`src/rtl/seq_divider_param_if.sv`:
```
// rtl/seq_divider_param_if.sv - request/response bundle for seq_divider_param
//
// Signals:
//   start  request strobe, sampled only while the divider is idle
//   sgn    1 = signed two's-complement division, 0 = unsigned
//   a      dividend
//   b      divisor
//   busy   operation in progress
//   done   one-cycle pulse; q, r and div0 are valid from this cycle
//   q      quotient, held until the next accepted start
//   r      remainder, held until the next accepted start
//   div0   divide-by-zero flag for the last result
// Modports: master drives the request, slave is the divider.

interface seq_divider_param_if #(
  parameter int WIDTH = 16
);
  logic             start;
  logic             sgn;
  logic [WIDTH-1:0] a;
  logic [WIDTH-1:0] b;
  logic             busy;
  logic             done;
  logic [WIDTH-1:0] q;
  logic [WIDTH-1:0] r;
  logic             div0;

  modport master (
    output start, sgn, a, b,
    input  busy, done, q, r, div0
  );

  modport slave (
    input  start, sgn, a, b,
    output busy, done, q, r, div0
  );
endinterface

```
`src/rtl/seq_divider_param.sv`:
```
// rtl/seq_divider_param.sv - restoring shift-subtract divider, one quotient bit per clock
//
// Ports:
//   clk    clock, rising edge
//   Reset  synchronous, active-high reset
//   bus    seq_divider_param_if.slave (start/sgn/a/b in, busy/done/q/r/div0 out)
// Parameters:
//   WIDTH  operand/result width (4..64)
//   CNT_W  iteration counter width, derived
// Optional build macro:
//   DIVIDER_EARLY_EXIT_EN  finish on the start edge when |a| < |b| (results unchanged)

module seq_divider_param #(
  parameter int WIDTH = 16,
  parameter int CNT_W = $clog2(WIDTH + 1)
) (
  input  logic                 clk,
  input  logic                 Reset,
  seq_divider_param_if.slave   bus
);

  localparam logic [1:0] IDLE = 2'd0;
  localparam logic [1:0] RUN  = 2'd1;
  localparam logic [1:0] FIX  = 2'd2;

  logic [1:0]       state;
  logic [CNT_W-1:0] cnt;
  logic [WIDTH-1:0] dvd;      // dividend magnitude; quotient bits shift in from the LSB
  logic [WIDTH-1:0] dvs;      // divisor magnitude
  logic [WIDTH-1:0] prem;     // partial remainder (always < dvs, so the top bit is implicit)
  logic             q_neg;
  logic             r_neg;
  logic             done_r;
  logic             div0_r;
  logic [WIDTH-1:0] q_r;
  logic [WIDTH-1:0] r_r;

  logic [WIDTH-1:0] mag_a;
  logic [WIDTH-1:0] mag_b;
  logic [WIDTH:0]   shifted;
  logic [WIDTH:0]   diff;

  always_comb begin
    mag_a   = (bus.sgn && bus.a[WIDTH-1]) ? (~bus.a + WIDTH'(1)) : bus.a;
    mag_b   = (bus.sgn && bus.b[WIDTH-1]) ? (~bus.b + WIDTH'(1)) : bus.b;
    shifted = {prem, dvd[WIDTH-1]};
    diff    = shifted - {1'b0, dvs};
  end

  always_ff @(posedge clk) begin
    if (Reset) begin
      state  <= IDLE;
      cnt    <= '0;
      dvd    <= '0;
      dvs    <= '0;
      prem   <= '0;
      q_neg  <= 1'b0;
      r_neg  <= 1'b0;
      done_r <= 1'b0;
      div0_r <= 1'b0;
      q_r    <= '0;
      r_r    <= '0;
    end else begin
      done_r <= 1'b0;
      case (state)
        IDLE: begin
          if (bus.start) begin
            if (bus.b == '0) begin
              q_r    <= '1;
              r_r    <= bus.a;
              div0_r <= 1'b1;
              done_r <= 1'b1;
`ifdef DIVIDER_EARLY_EXIT_EN
            end else if (mag_a < mag_b) begin
              // Covers a==0 too: r = a = 0. Raw a already carries the dividend sign.
              q_r    <= '0;
              r_r    <= bus.a;
              div0_r <= 1'b0;
              done_r <= 1'b1;
`endif
            end else begin
              dvd   <= mag_a;
              dvs   <= mag_b;
              prem  <= '0;
              q_neg <= bus.sgn & (bus.a[WIDTH-1] ^ bus.b[WIDTH-1]);
              r_neg <= bus.sgn & bus.a[WIDTH-1];
              cnt   <= CNT_W'(WIDTH);
              state <= RUN;
            end
          end
        end

        RUN: begin
          if (!diff[WIDTH]) begin
            prem <= diff[WIDTH-1:0];
            dvd  <= {dvd[WIDTH-2:0], 1'b1};
          end else begin
            prem <= shifted[WIDTH-1:0];
            dvd  <= {dvd[WIDTH-2:0], 1'b0};
          end
          cnt <= cnt - CNT_W'(1);
          if (cnt == CNT_W'(1)) state <= FIX;
        end

        FIX: begin
          // most-negative / -1 wraps naturally: magnitude 2^(W-1), positive sign.
          q_r    <= q_neg ? (~dvd + WIDTH'(1)) : dvd;
          r_r    <= r_neg ? (~prem + WIDTH'(1)) : prem;
          div0_r <= 1'b0;
          done_r <= 1'b1;
          state  <= IDLE;
        end

        default: state <= IDLE;
      endcase
    end
  end

  assign bus.busy = (state != IDLE);
  assign bus.done = done_r;
  assign bus.q    = q_r;
  assign bus.r    = r_r;
  assign bus.div0 = div0_r;

endmodule
```
`src/flat_wrapper.sv`:
```
// flat-port wrapper written by rule: the top's interface ports become plain ports
module seq_divider_param_flat 
#(
  parameter int WIDTH = 16,
  parameter int CNT_W = $clog2(WIDTH + 1)
)
  (clk, Reset, bus_start, bus_sgn, bus_a, bus_b, bus_busy, bus_done, bus_q, bus_r, bus_div0);
  seq_divider_param_if #(.WIDTH(WIDTH)) bus_i ();
  input  logic clk;
  input  logic Reset;
  input wire logic [$bits(bus_i.start)-1:0] bus_start;
  input wire logic [$bits(bus_i.sgn)-1:0] bus_sgn;
  input wire logic [$bits(bus_i.a)-1:0] bus_a;
  input wire logic [$bits(bus_i.b)-1:0] bus_b;
  output wire logic [$bits(bus_i.busy)-1:0] bus_busy;
  output wire logic [$bits(bus_i.done)-1:0] bus_done;
  output wire logic [$bits(bus_i.q)-1:0] bus_q;
  output wire logic [$bits(bus_i.r)-1:0] bus_r;
  output wire logic [$bits(bus_i.div0)-1:0] bus_div0;
  assign bus_i.start = bus_start;
  assign bus_i.sgn = bus_sgn;
  assign bus_i.a = bus_a;
  assign bus_i.b = bus_b;
  assign bus_busy = bus_i.busy;
  assign bus_done = bus_i.done;
  assign bus_q = bus_i.q;
  assign bus_r = bus_i.r;
  assign bus_div0 = bus_i.div0;
  seq_divider_param #(.WIDTH(WIDTH), .CNT_W(CNT_W)) u_core (.clk(clk), .Reset(Reset), .bus(bus_i));
endmodule
```
`config.mk`:
```
export PLATFORM = sky130hd
export DESIGN_NAME = seq_divider_param_flat
export DESIGN_NICKNAME = d
export VERILOG_FILES = /design/src/rtl/seq_divider_param_if.sv /design/src/rtl/seq_divider_param.sv /design/src/flat_wrapper.sv
export SDC_FILE = /design/constraint.sdc
export NUM_CORES = 1
export LEC_CHECK = 0
export BUFFER_PORTS_ARGS = -buffer_cell sky130_fd_sc_hd__buf_2
export CAP_MARGIN = 0
export CORE_ASPECT_RATIO = 0.5
export CORE_UTILIZATION = 56
export DETAILED_ROUTE_END_ITERATION = 7
export HOLD_SLACK_MARGIN = 0.02
export PLACE_DENSITY = 0.82
export SETUP_SLACK_MARGIN = 0.3
export SYNTH_ARGS = -nofsm -noshare
export SYNTH_HDL_FRONTEND = slang
export SYNTH_SLANG_ARGS = --single-unit
```
`constraint.sdc`:
```
create_clock -name clk -period 6.07 [get_ports clk]
set_clock_uncertainty 0.15 [all_clocks]
set_input_delay 1.214 -clock clk [delete_from_list [all_inputs] [get_ports clk]]
set_output_delay 1.214 -clock clk [all_outputs]
set_load 0.03 [all_outputs]
```
==> impl_metrics.py <==
metrics = {
    "drt": {
        "drt_pass1_iterations": 5,
        "drt_wl_total_um": 14270,
        "detail_route.wl_per_cell_um": 15.86,
        "wl_met1_um": 6586,
        "remaining_drc_errors": 0,
        "ant_nets": 0,
        "topRoutingLayerUsed": "met4",
        "detail_route.vias_per_cell": 5.961,
        "drtIter0Drc": 364,
        "vias": 5365,
        "met2_length_um": 6582,
        "routed-wl-met3_um": 815,
    },
    "global_route": {
        "gr-total-overflow": 0,
        "grt_start_max_net_pins": 49,
        "grt_first_pass_wirelength_um": 23370,
        "vias_in_the_first_global_route": 4769,
        "antenna_found_initial": 0,
        "grt.total_usage": 0.2755,
    },
    "worst_hold_path": {
        "hold_crit_class": "reg -> reg",
        "worst_case_hold_path_end_point": "u_core.dvs[15]",
        "min-delay-start": "u_core.dvs[15]",
        "whs_path_depth": 2,
    },
    "clocking": {
        "tritoncts.num_buffers": 9,
        "clock_sink_count": 91,
        "holdBufCountCts": 0,
        "cts_resized": 0,
        "clkLatencyLatePin_ns": 0.35,
        "post-cts-setup-buffers": 0,
        "clockBufferDepth": 2,
        "htree_num_levels": 3,
        "cts_tree": "done",
        "clk_pin_slew_worst_paths_ns": 0.07,
        "clock_tree.root_cell": "sky130_fd_sc_hd__clkbuf_16",
    },
    "timing": {
        "tightestPinTransition_ns": 1.165,
        "hold_viol": 0,
        "timing.setup.tns_ns": 0,
        "worst_slew_margin_rel": 0.2232,
        "rsz_0062_raised_after_global_routing": "false",
        "fmax_mhz": 262.8,
        "final_period_minus_worst_setup_slack_ns": 3.805,
        "report.final.slew_viol_count": 0,
        "fin_crit_sh": 0.6269,
        "setup_viol": 0,
    },
    "synth": {
        "ys.warnings.count": 0,
        "synth-simple-area-share": 0.2069,
        "number_of_enable_type_register_cells_in_the_synthesized_netlist": 0,
        "yosysTopAreaCell": "sky130_fd_sc_hd__dfxtp_1",
        "syn_area_um2": 5744,
        "share_of_the_synthesized_area_in_compound_gates_ao_oa_aoi_oai": 0.2196,
        "synth.mux.area_fraction": 0.04552,
        "seq_area_frac_synth": 0.3171,
        "synth_fa_ha_area_frac": 0.05140,
        "dominant_combinational_cell_family_by_area_after_synthesis": "compound AO/OA/AOI/OAI gates",
        "post_synth_xor_area_fraction": 0.1065,
        "synth_most_common_cell": "sky130_fd_sc_hd__dfxtp_1",
        "synth_top_area_frac": 0.3171,
        "ys_dominant_reg_cell": "sky130_fd_sc_hd__dfxtp_1",
        "post_synth.cell_area_avg_um2": 8.023,
        "syn-instance-count": 716,
        "post_synth_net_total": 775,
        "yosys_register_bits": 91,
        "yosysUniqueCellTypes": 66,
        "async_flop_share": 0,
        "ys_top_cells_by_count": "sky130_fd_sc_hd__dfxtp_1, sky130_fd_sc_hd__nand2_1, sky130_fd_sc_hd__nor2_1",
        "synth.area.top_cells": "sky130_fd_sc_hd__dfxtp_1, sky130_fd_sc_hd__xnor2_1, sky130_fd_sc_hd__nand2_1, sky130_fd_sc_hd__nor2_1, sky130_fd_sc_hd__ha_1",
    },
    "finish": {
        "final_nets": 819,
        "drive_gt1_frac": 0.1477,
        "layout-area-overhead-vs-synth_pct": 12.00,
        "multi_input_comb_area_um2": 3621,
        "antenna_cells_inserted": 0,
        "utilization": 0.6635,
        "postLayoutCellArea_um2": 6434,
        "seq_area_um2": 1822,
        "nFillCells": 802,
    },
    "pwr": {
        "switching_share": 0.3640,
        "power.share.combinational": 0.369,
        "p_seq_frac": 0.338,
        "netSwitchingPower_uw": 769.0,
        "max-vdd-ir-drop_mv": 0.1604,
        "p_leak_uw": 0.002601,
        "design_power_total_uw": 2113,
        "cellPowerDensity_nw_per_um2": 328.4,
        "intPower_uw": 1344,
        "p_clk_frac": 0.293,
    },
    "placed_design": {
        "hpwlAfterDp_um": 10440,
        "placed_area_um2": 6108,
        "routabilityCongestion": 0.8661,
        "port-buffer-count": 70,
    },
    "floorplan": {
        "placementRows": 25,
        "die_h_um": 73.62,
        "dieWidth_um": 145.2,
        "initial_utilization": 0.5924,
        "coreArea_um2": 9697,
        "die_area_um2": 10690,
        "design.portCount": 71,
    },
    "status": {
        "outcome": "complete, no violations",
    },
    "critical_path": {
        "r2r_start": "u_core.dvd[15]",
        "timing.critical_path.arrival_ns": 3.94,
        "worstPathRequired_ns": 6.21,
        "cp_num_buf_inv": 1,
        "worst-r2r-cell-count": 11,
        "worstPathMaxFanout": 24,
        "worstSetupPathType": "in -> reg",
        "crit_start_category": "input port",
        "critical_path.endpoint_type": "register",
        "crit_family": "simple AND/OR/NAND/NOR gates",
        "crit-reg2reg-capture": "u_core.prem[3]",
        "crit_path_cell_trace": "buf_2, nor4_2, nand4bb_4, nor3_2, and3b_1, or2_2, o22ai_1, nor2_1",
        "critical_path.slowest_cell": "sky130_fd_sc_hd__and3b_1",
        "peak_per_stage_delay_on_the_critical_path_ns": 0.97,
        "ff2ff_setup_slack_ns": 2.72,
    },
    "flow_run": {
        "max_cap_viol": 0,
    },
}
cell families (layout without fill, tap and decap cells):
group	count (synthesis)	after routing
buf+inv	71	120
fa+ha+maj	23	23
compound gates	185	185
mux	26	26
flops	91	91
xor+xnor	69	69
simple gates	251	251
registers in the layout, indices dropped and copies added, names as in the netlist:
name and cells:
u_core.dvs 16, u_core.state 2, u_core.r_neg 1, u_core.cnt 5, u_core.bus.div0 1, u_core.prem 16, u_core.bus.q 16, u_core.bus.r 16
u_core.dvd 16, u_core.bus.done 1, u_core.q_neg 1
worst reg2reg max path: cells and delay by family (launching register included):
family                     cells  cell delay (ns)
buffers and inverters          2             0.44
DFF                            1             0.40
and+or+nand+nor                1             0.21
xor gates and xnor gates       1             0.52
muxes                          1             0.23
AOI/OAI and AO/OA              4             0.66
adders and majority gates      2             0.61
layout make-up:
type / instances / area share
sequential: 91 / 0.2832
inverter: 29 / 0.01692
timing repair buffer: 75 / 0.06029
multi-input combinational: 554 / 0.5628
clock buffer: 9 / 0.03501
tap: 135 / 0.02625
clock inverter: 7 / 0.01556
cell usage in the layout, fill, tap and decap left out, types with 3 or more instances in the layout:
cell type                   count
sky130_fd_sc_hd__nor2b_1        4
sky130_fd_sc_hd__nand2_1       82
sky130_fd_sc_hd__nand3b_1       3
sky130_fd_sc_hd__inv_1         29
sky130_fd_sc_hd__or4_1          5
sky130_fd_sc_hd__nand4_1        3
sky130_fd_sc_hd__o31ai_1       12
sky130_fd_sc_hd__o221a_2        5
sky130_fd_sc_hd__a21oi_1       42
sky130_fd_sc_hd__xnor2_1       39
sky130_fd_sc_hd__o211ai_1      10
sky130_fd_sc_hd__o21ai_1        9
sky130_fd_sc_hd__mux2i_1       25
sky130_fd_sc_hd__a21o_1         4
sky130_fd_sc_hd__buf_4          5
sky130_fd_sc_hd__dfxtp_1       91
sky130_fd_sc_hd__or2_2          4
sky130_fd_sc_hd__a22o_1         3
sky130_fd_sc_hd__nor2_1        73
sky130_fd_sc_hd__nand2b_1      12
sky130_fd_sc_hd__a31oi_1       10
sky130_fd_sc_hd__nand3_1       13
sky130_fd_sc_hd__o41ai_1        5
sky130_fd_sc_hd__nor4_1         7
sky130_fd_sc_hd__clkbuf_16      9
sky130_fd_sc_hd__o22ai_1        4
sky130_fd_sc_hd__nor3_1        28
sky130_fd_sc_hd__buf_2         70
sky130_fd_sc_hd__xor2_1        29
sky130_fd_sc_hd__a211oi_1      35
sky130_fd_sc_hd__o21ai_0       24
sky130_fd_sc_hd__ha_1          22
worst max-delay path by stage:
stage / from / endpoint / slack, ns / cells after the start
global placement: bus_b[8] / u_core.bus.q[14] / 1.98 / 8
floorplan: bus_b[4] / u_core.prem[13] / 2.96 / 8
global route: bus_b[8] / u_core.bus.q[13] / 2.02 / 8
CTS: bus_b[8] / u_core.bus.q[15] / 2.29 / 8
detailed placement: bus_b[8] / u_core.bus.q[15] / 1.94 / 8
finish: bus_b[8] / u_core.bus.q[15] / 2.26 / 8
metal layers:
metal  GRT usage  vias to the layer above
met5           0                        -
met4      0.1064                        0
met3     0.04658                       19
met2      0.4583                      187
met1      0.3640                     2510
li1            -                     2649
power groups by stage:
| stage | Combinational (µW) | Clock (µW) | Sequential (µW) |
|---|---|---|---|
| final | 780 | 619 | 713 |
| after detailed placement | 765 | 0 | 725 |
| after global routing | 866 | 642 | 720 |
| after global placement | 743 | 0 | 722 |
| after floorplan | 627 | 0 | 706 |
| after CTS | 773 | 623 | 711 |
metrics by stage:
stage	worst slack (ns)	hold WS, ns	cells
6_report	2.265	0.3195	900
5_1_grt	2.015	0.3450	900
4_1_cts	2.289	0.3154	900
3_5_place_dp	1.937	0.3056	884
3_3_place_gp	1.979	0.2937	884
2_1_floorplan	2.958	0.2819	716
No activity file was read; power rests on OpenSTA's default activity.
